===== config.mk =====
export PLATFORM = sky130hd
export DESIGN_NAME = pulse_conditioner
export DESIGN_NICKNAME = d
export VERILOG_FILES = /design/src/rtl/pulse_conditioner.sv
export SDC_FILE = /design/constraint.sdc
export NUM_CORES = 1
export LEC_CHECK = 0
export ABC_AREA = 1
export BUFFER_PORTS_ARGS = -buffer_cell sky130_fd_sc_hd__buf_4
export CORE_ASPECT_RATIO = 0.9
export CORE_MARGIN = 2
export CORE_UTILIZATION = 50
export DETAILED_ROUTE_END_ITERATION = 10
export GPL_TIMING_DRIVEN = 0
export PLACE_DENSITY = 0.67
export RECOVER_POWER = 25
export SETUP_SLACK_MARGIN = 0.4
export SKIP_CTS_REPAIR_TIMING = 1
export SLEW_MARGIN = 20
export SYNTH_ARGS = -nofsm -noshare
export SYNTH_HDL_FRONTEND = slang
export SYNTH_SLANG_ARGS = --single-unit

===== constraint.sdc =====
create_clock -name clk -period 2 [get_ports clk]
set_input_delay 0.2 -clock clk [delete_from_list [all_inputs] [get_ports clk]]
set_output_delay 0.2 -clock clk [all_outputs]
set_load 0.05 [all_outputs]

===== src/rtl/pulse_conditioner.sv =====
// Pulse conditioner: synchronizes and debounces a raw tachometer/ignition pulse,
// applies a holdoff between accepted rises, and flags a stall when pulses stop.
module pulse_conditioner #(
  parameter int unsigned FILT      = 4,
  parameter int unsigned HOLDOFF   = 1000,
  parameter int unsigned STALL_CYC = 1000000
) (
  input  logic       clk,
  input  logic       reset,
  input  logic       pulse_in,
  output logic       pulse_out,
  output logic       level_out,
  output logic       stall,
  output logic [7:0] reject_cnt
);

  typedef enum logic [1:0] {LOW, RISE_Q, HIGH, FALL_Q} state_t;

  localparam logic [7:0]  QC_LAST = 8'(FILT - 1);
  localparam logic [15:0] HC_LOAD = 16'(HOLDOFF);
  localparam logic [23:0] SC_MAX  = 24'(STALL_CYC);

  logic        r_s1, r_s2;
  state_t      r_state;
  logic [7:0]  r_qc;
  logic [15:0] r_hc;
  logic [23:0] r_sc;
  logic        r_pulse_out, r_level_out, r_stall;
  logic [7:0]  r_reject_cnt;

  state_t      w_state_nxt;
  logic [7:0]  w_qc_nxt;
  logic        w_enter_high, w_hc_clear, w_accept, w_reject;
  logic [23:0] w_sc_inc;

  // NOTE: every combinational output gets a default first so no path infers a latch.
  always_comb begin
    w_state_nxt = r_state;
    w_qc_nxt    = r_qc;
    case (r_state)
      LOW: if (r_s2) begin
        if (FILT == 1) w_state_nxt = HIGH;
        else begin
          w_state_nxt = RISE_Q;
          w_qc_nxt    = 8'd1;
        end
      end
      RISE_Q: begin
        if (!r_s2) begin
          w_state_nxt = LOW;
          w_qc_nxt    = 8'd0;
        end else if (r_qc == QC_LAST) begin
          w_state_nxt = HIGH;
          w_qc_nxt    = 8'd0;
        end else begin
          w_qc_nxt    = r_qc + 8'd1;
        end
      end
      HIGH: if (!r_s2) begin
        if (FILT == 1) w_state_nxt = LOW;
        else begin
          w_state_nxt = FALL_Q;
          w_qc_nxt    = 8'd1;
        end
      end
      FALL_Q: begin
        if (r_s2) begin
          w_state_nxt = HIGH;
          w_qc_nxt    = 8'd0;
        end else if (r_qc == QC_LAST) begin
          w_state_nxt = LOW;
          w_qc_nxt    = 8'd0;
        end else begin
          w_qc_nxt    = r_qc + 8'd1;
        end
      end
      default: begin
        w_state_nxt = LOW;
        w_qc_nxt    = 8'd0;
      end
    endcase
  end

  // Only a qualified rise counts; FALL_Q bouncing back to HIGH is not a new pulse.
  assign w_enter_high = (w_state_nxt == HIGH) && ((r_state == LOW) || (r_state == RISE_Q));
  // hc reaches zero on this very edge when it is 1, so HOLDOFF-spaced rises pass.
  assign w_hc_clear   = (r_hc <= 16'd1);
  assign w_accept     = w_enter_high && w_hc_clear;
  assign w_reject     = w_enter_high && !w_hc_clear;
  assign w_sc_inc     = (r_sc == SC_MAX) ? r_sc : r_sc + 24'd1;

  // NOTE: sequential state uses non-blocking assignments so all registers update together.
  always_ff @(posedge clk) begin
    // NOTE: synchronous reset has priority and clears every register, including mid-count state.
    if (reset) begin
      r_s1         <= 1'b0;
      r_s2         <= 1'b0;
      r_state      <= LOW;
      r_qc         <= 8'd0;
      r_hc         <= 16'd0;
      r_sc         <= 24'd0;
      r_pulse_out  <= 1'b0;
      r_level_out  <= 1'b0;
      r_stall      <= 1'b1;
      r_reject_cnt <= 8'd0;
    end else begin
      r_s1        <= pulse_in;
      r_s2        <= r_s1;
      r_state     <= w_state_nxt;
      r_qc        <= w_qc_nxt;
      r_pulse_out <= w_accept;
      r_level_out <= (w_state_nxt == HIGH) || (w_state_nxt == FALL_Q);

      if (w_accept)          r_hc <= HC_LOAD;
      else if (r_hc != 16'd0) r_hc <= r_hc - 16'd1;

      if (w_accept) r_sc <= 24'd0;
      else          r_sc <= w_sc_inc;

      if (w_accept)                r_stall <= 1'b0;
      else if (w_sc_inc == SC_MAX) r_stall <= 1'b1;

      if (w_reject && (r_reject_cnt != 8'hFF)) r_reject_cnt <= r_reject_cnt + 8'd1;
    end
  end

  assign pulse_out  = r_pulse_out;
  assign level_out  = r_level_out;
  assign stall      = r_stall;
  assign reject_cnt = r_reject_cnt;

endmodule


Word-level counts from Yosys, hierarchy flattened
Cells that the tools add are included.
Word-level totals
  input bits: 3
  bits in registers: 63
  memories: 0
  bits in read-only memories: 0
  bits in writable memories: 0
  bits in latches: 0
  output and inout bits: 11
Cells by class
  equal/unequal tests: 11
  bitwise logic cells: 0
  reduce and logical (&&, ||, !) cells: 13
  $lt $le $gt $ge: 1
  mux-type cells: 18
  add/subtract/negate cells: 4
  $mul: 0
  shift-type cells: 0
  divide/modulo/power cells: 0
Operator list (count)
  $eq 24x20->1 const B: 2
  $mux 8: 5
  $pmux 8 s4: 1
  $add 24x1->24 const B: 1
  $mux 24: 1
  $mux 10: 2
  $add 8x1->8 const B: 2
  $le 16x1->1 const B: 1
  $reduce_bool 16->1: 1
  $sub 16x1->16 const B: 1
  $mux 2: 6
  $eq 2x2->1 const B: 4
  $eq 8x2->1 const B: 1
  $ne 8x8->1 const B: 1
  $pmux 2 s4: 1
  $logic_and 1x1->1: 4
  $ne 2x2->1 const B: 2
  $reduce_bool 2->1: 2
  $eq 2x1->1 const B: 1
  $logic_not 2->1: 1
  $logic_or 1x1->1: 2
  $mux 1: 2
  $reduce_and 2->1: 1
  $reduce_or 2->1: 1
  $logic_not 1->1: 1

Longest topological paths before layout
Gate-level depths: netlist (run 1).
  depth in word-level cells: 8
  depth in mapped cells: 13

Worst setup path before layout (run 1)
Ideal clock, no wire load.
  kind: register to register
  start: register r_reject_cnt[0], in the netlist reject_cnt[0]
  end: register r_reject_cnt[2], in the netlist reject_cnt[2]
  clock period less this slack: 1855 ps
  arrival time: 1728 ps
  slack: 145 ps
  data required time: 1872 ps
  stages on the path, launching flop included: 10
  setup time: 128 ps
  cell sequence: dfxtp_1 ha_1 nand4_1 nor3_1 inv_1 nand3_2 inv_2 nand2_1 xor2_1 nor2_1
On the way
  cells in the longest elaborated chain, start to end: 2
  elaborated cells on any way between the ends: 3
  classes of those cells: 1 x add/sub; 1 x eq/ne; 1 x reduce/logical
RTL lines
  from (decl): line 29  | logic [7:0] r_reject_cnt;
  from (signal assigned): line 123  | if (w_reject && (r_reject_cnt != 8'hFF)) r_reject_cnt <= r_reject_cnt + 8'd1;
  branches (longest 2 deep; another with $add 8x1->8)
Parallel ways; which one is timed is not known.
A chain may end at the register's enable or synchronous reset.

Worst setup path after layout (run 1)
  start: register r_hc[1]
  end: register r_hc[11]
On the way
  cells in the longest elaborated chain, start to end: 3
  elaborated cells on any way between the ends: 5
  classes of those cells: 1 x add/sub; 1 x order compare; 3 x reduce/logical
RTL lines
  from (decl): line 26  | logic [15:0] r_hc;
  from (signal assigned): line 115  | else if (r_hc != 16'd0) r_hc <= r_hc - 16'd1;
  $le 16x1->1: line 87  | assign w_hc_clear = (r_hc <= 16'd1);
  $logic_and 1x1->1: line 88  | assign w_accept = w_enter_high && w_hc_clear;
  $reduce_or 2->1 (no line)
Parallel ways exist; a longest one is shown, timed or not.

==> results of run 1 <==
==> power breakdown <==
group          switching [mW]  internal, mW  leakage (nW)  total, mW
Clock                   0.535         0.578        0.0996       1.11
Combinational            1.31         0.873          1.03       2.18
Sequential              0.171          1.39         0.517       1.56
==> through the flow <==
stage               util [%]  instance area (µm²)  cells  setup WS [ps]
CTS                     58.3                 3820    626          -83.5
global route            70.7                 4630    657           94.8
finish                  70.7                 4630    657            138
global placement        55.3                 3620    610          -43.4
floorplan                  -                 3410    507            405
detailed placement      55.3                 3620    610          -77.5
==> sequential cells by signal (all words and copies together), names as in the netlist <==
signal      flops
reject_cnt      8
r_state         2
r_s1            1
pulse_out       1
r_qc            8
r_sc           24
r_hc           16
stall           1
r_s2            1
==> area by class of cell <==
class | instances | area (µm²) | share of cell area (%)
Multi-Input combinational cell | 372 | 2350 | 50.7
Timing Repair Buffer | 43 | 358 | 7.72
Clock buffer | 9 | 124 | 2.67
Inverter | 68 | 265 | 5.72
Clock inverter | 7 | 73.8 | 1.59
Tap cell | 90 | 113 | 2.43
Buffer | 6 | 60.1 | 1.30
Sequential cell | 62 | 1290 | 27.8
==> routing by layer <==
layer | global-route usage [%] | up-vias | part of all wire (%)
li1 | - | 1719 | -
met1 | 23.7 | 1598 | 41
met2 | 39.1 | 87 | 51
met3 | 5.32 | 30 | 5.1
met4 | 10.9 | 0 | 2.8
met5 | 0 | - | 0
==> cell usage after synthesis, drive strengths merged, types with 3 or more instances <==
| cell | instances | area share [%] |
|---|---|---|
| nor3 | 12 | 2.1 |
| dfxtp | 62 | 37 |
| ha | 6 | 2.2 |
| o21ai | 13 | 2.0 |
| xor2 | 21 | 5.4 |
| xnor2 | 3 | 0.78 |
| nand3 | 35 | 5.5 |
| buf | 4 | 0.89 |
| nor2 | 116 | 14 |
| nand2 | 115 | 13 |
| inv | 68 | 7.5 |
| a21oi | 21 | 3.1 |
| a31oi | 5 | 0.92 |
| nand4 | 9 | 1.7 |
==> how the worst min path moves through the flow <==
stage | startpoint | endpoint | slack [ps] | cells after the start
2_1_floorplan | pulse_in | r_s1$_SDFF_PP0_ | 310 | 2
3_3_place_gp | pulse_in | r_s1$_SDFF_PP0_ | 400 | 3
3_5_place_dp | r_s1$_SDFF_PP0_ | r_s2$_SDFF_PP0_ | 420 | 2
4_1_cts | pulse_in | r_s1$_SDFF_PP0_ | 50 | 3
5_1_grt | pulse_in | r_s1$_SDFF_PP0_ | 70 | 3
6_report | pulse_in | r_s1$_SDFF_PP0_ | 60 | 3
==> logic make-up after synthesis <==
logic type / count (synthesis) / share of synthesized area, %
buffers and inverters: 74 / 8.64
adders and majority gates: 6 / 2.22
AOI/OAI and AO/OA: 46 / 7.65
xor gates and xnor gates: 24 / 6.21
and+or+nand+nor: 295 / 38.6
DFF: 62 / 36.6
==> critical path: stages, from the launching register on <==
cell and delay, ps:
dfxtp_2 350, inv_2 60, ha_4 170, nand3_4 90, nor2_4 60, buf_12 130
nand2_8 90, nand2_4 60, nor2_4 180, inv_4 80, or3_1 350, a21oi_1 170
==> cell usage in the layout, fill, tap and decap left out, drive strengths merged, types with 2 or more instances in the layout <==
cell and instances:
a211oi 2, a21oi 21, a31oi 5, a32oi 2, buf 32, clkbuf 26, clkinv 4, dfxtp 62
ha 6, inv 69, nand2 116, nand3 35, nand3b 2, nand4 9, nor2 116, nor3 12
o21ai 13, o21bai 2, or3 2, xnor2 3, xor2 21
==> summary.txt, run 1 <==
status - completed
Reg clk slew, reported paths - 80 ps
initial antenna violation count - 0
most common flop cell mapped by yosys - dfxtp_1
worst r2r src - r_hc[1]$_SDFFE_PP0P_
Setup Crit Path Kind - flop to flop
R2R depth - 11
IR Drop Worst-Case VDD - 1310 µV
Pins Over Slew Limit - 0
r2r setup slk - 140 ps
Ys Warns - 0
Hold WC Path Type - input port to flop
clock skew - 8.78 ps
Leak - 1.64 nW
DR DRC count - 0
post-layout min period - 1860 ps
Tcrit/Tclk final - 93.1%
final setup vio count - 0
total global routing overflow - 0
worst-margin pin slew - 642 ps
largest net degree at the start of global routing - 13
Die Wd - 90.8 µm
DP HPWL - 5.68 mm
Synth Instances - 507
layout cells sized above 1 - 33.5%
global-route wire length before repair - 12.5 mm
max_cap viols - 0
Root Buffer - clkbuf_8
drt total wl - 9.29 mm
Worst Path Required - 2280 ps
Initial Util - 51.7%
Post-synth EDFFs - 0
Net Count, Synth - 516
post-synthesis register bit count - 62
Detailed Routing Iterations Pass 1 - 5
GPL Wtd Cong - 0.923
total clock buffers created by CTS - 9
synth unique cells - 34
sequential share of the synthesized area - 36.6%
fill count - 547
Worst-Skew Late Latency - 360 ps
H-tree depth - 3
Critical Path Sink - r_hc[11]$_SDFFE_PP0P_
synth-to-layout area growth - 36.8%
Die H - 82.1 µm
area of the die - 0.00745 mm²
syn avg cell area - 6.68 µm²
Ports - 14
clock sink total - 62
Final ANT Viol Nets - 0
Total Routing Usage GR - 21.5%
asr flop ratio synth - 0%
mapped cell area - 0.00339 mm²
initial drt markers - 140
Hold Slack - 57.7 ps
relative slew slack - 57.4%
vias in the first global route - 2883
setup_tns - 0 ps
Vias/cell - 5.23
DR WL/cell - 14.1 µm
f_max - 0.537 GHz
WP data arrival - 2140 ps
reg-to-reg endpoint - r_hc[11]$_SDFFE_PP0P_
RSZ-0062 raised after global routing - true
IO Port Bufs - 13
worst setup path startpoint - r_hc[1]$_SDFFE_PP0P_
Core Footprint - 0.00655 mm²
vias - 3434
FP Rows - 28
CP Launch Type - flop
ANT cells - 0
crit path max fanout - 6
crit path capture type - flop
Total Power - 4.86 mW
CTS tree - yes
Max Root-Sink Buffers - 2
pwr dens - 1050 mW/mm²
final hold violation count - 0
Final Net Count - 571
(Power assumes the default switching activity.)
==> inputs of run 2 (changes only) <==
Settings changed: CORE_UTILIZATION 50 to 25, PLACE_DENSITY 0.67 to default, SETUP_SLACK_MARGIN 0.4 to 0.5.
==> run 2 against run 1 <==
Effect of this change: highest routed layer unchanged; non-clock buffer count grew 3; count of clock-buffer cells in the layout did not move; critical path depth shrank 2; setup slack improved by 16 ps; worst hold slack better by 9.5 ps; critical endpoint is now stall$_SDFFE_PP1P_; critical path type unchanged; combinational power down 4%; core utilization fell by 33 points.
==> summary.txt, run 2 (synthesis gave the netlist of run 1 again) <==
H-tree depth - 3
initial drt markers - 140
crit path max fanout - 4
R2R depth - 9
f_max - 0.542 GHz
DP HPWL - 5.70 mm
post-layout min period - 1850 ps
CTS tree - yes
synth-to-layout area growth - 46.7%
Core Footprint - 0.0133 mm²
drt total wl - 8.88 mm
layout cells sized above 1 - 35.9%
IR Drop Worst-Case VDD - 946 µV
vias in the first global route - 2744
worst-margin pin slew - 607 ps
Die Wd - 127 µm
WP data arrival - 2110 ps
Worst-Skew Late Latency - 340 ps
GPL Wtd Cong - 0.850
total clock buffers created by CTS - 9
utilization after layout - 37.3%
Ports - 14
clock share of power - 35.7%
commonest non-fill, non-tap cell in the layout - nand2_1
Reg clk slew, reported paths - 60 ps
Worst Path Required - 2270 ps
Final ANT Viol Nets - 0
Total Routing Usage GR - 11.2%
Pins Over Slew Limit - 0
Switch Pwr - 1.95 mW
biggest regs - r_sc: 24 flops, r_hc: 16 flops
setup_tns - 0 ps
area of the die - 0.0145 mm²
crit path capture type - flop
vias - 3284
total global routing overflow - 0
clock skew - 4.71 ps
status - completed
IO Port Bufs - 13
fill count - 1351
Biggest register - r_sc
initial antenna violation count - 0
Vias/cell - 4.46
combinational fraction of design power - 36.6%
max reg flops - 24
final hold violation count - 0
largest net degree at the start of global routing - 12
ANT cells - 0
r2r setup slk - 150 ps
Die H - 114 µm
global-route wire length before repair - 12.9 mm
Detailed Routing Iterations Pass 1 - 5
Hold Slack - 67.2 ps
Max Root-Sink Buffers - 2
Tcrit/Tclk final - 92.3%
Setup Crit Path Kind - flop to flop
RSZ-0062 raised after global routing - true
Root Buffer - clkbuf_16
final setup vio count - 0
DR DRC count - 0
Leak - 1.79 nW
relative slew slack - 59.7%
clock sink total - 62
CP Launch Type - flop
DR WL/cell - 12.0 µm
part of the power in registers - 27.7%
Final Net Count - 573
Initial Util - 25.4%
Switching Fraction - 34.1%
commonest cells after routing, fill and taps aside - nand2_1 (91), nor2_1 (62), inv_1 (60), dfxtp_1 (33), nor2_2 (32)
Hold WC Path Type - input port to flop
max_cap viols - 0
FP Rows - 40
pwr dens - 1150 mW/mm²
internal power - 3.77 mW
Hold Crit Depth - 3
-- run 2: cell count changes in the layout (fill, tap and decap cells not counted), sizes merged --
cell | previous run | this run
clkbuf | 26 | 27
bufinv | 1 | 5
clkinv | 4 | 2
nand2 | 116 | 115
inv | 69 | 68
buf | 32 | 34
clkinvlp | 1 | 0
-- run 2: cell type report --
type,count,area [µm²],area share (%)
plain buffers,6,63.8,1.28
clock buffers,9,225,4.53
clock inverters,7,160,3.22
inverters,68,268,5.39
multi-input cells,371,2370,47.7
flip-flops and latches,62,1310,26.3
well taps,168,210,4.23
repair buffers,46,368,7.41
-- run 2: layer usage --
layer  wire [µm]  track usage, %  part of all wire, %  vias to the layer above
met5           0               0                    0                        -
met4         127            3.81                  1.4                        0
met3         404            3.46                  4.6                        9
met2        4220            16.4                   48                       52
met1        4120            15.5                   46                     1494
li1            -               -                    -                     1729
-- run 2: metrics by stage --
step	power, mW	instances	instance area (µm²)	setup slack [ps]
detailed placement	2.87	688	3810	129
finish	5.72	737	4970	154
CTS	4.94	704	4200	113
global placement	2.84	688	3810	105
global route	6.05	737	4970	57.1
floorplan	2.65	507	3510	410
-- run 2: path summary, 6_finish.rpt --
| check | from | to |
|---|---|---|
| max | r_sc[0]$_SDFF_PP0_ | stall$_SDFFE_PP1P_ |
| min | pulse_in | r_s1$_SDFF_PP0_ |
| max reg2reg | r_sc[0]$_SDFF_PP0_ | stall$_SDFFE_PP1P_ |
| min reg2reg | r_s1$_SDFF_PP0_ | r_s2$_SDFF_PP0_ |
-- run 2: worst max-delay path, cell delays in order, from the launching register on --
cell	delay (ps)
dfxtp_4	380
ha_4	180
nand3_4	100
nor2_4	170
nand2_1	100
xor2_1	240
nand4_1	170
nor2_1	140
nand3_1	130
a21oi_1	150
-- run 2: power groups by stage --
stage / Sequential [mW] / Combinational (mW) / Clock (mW)
after global placement: 1.56 / 1.28 / 0
after floorplan: 1.53 / 1.12 / 0
after detailed placement: 1.55 / 1.32 / 0
final: 1.58 / 2.09 / 2.04
after global routing: 1.61 / 2.30 / 2.14
after CTS: 1.53 / 1.33 / 2.08
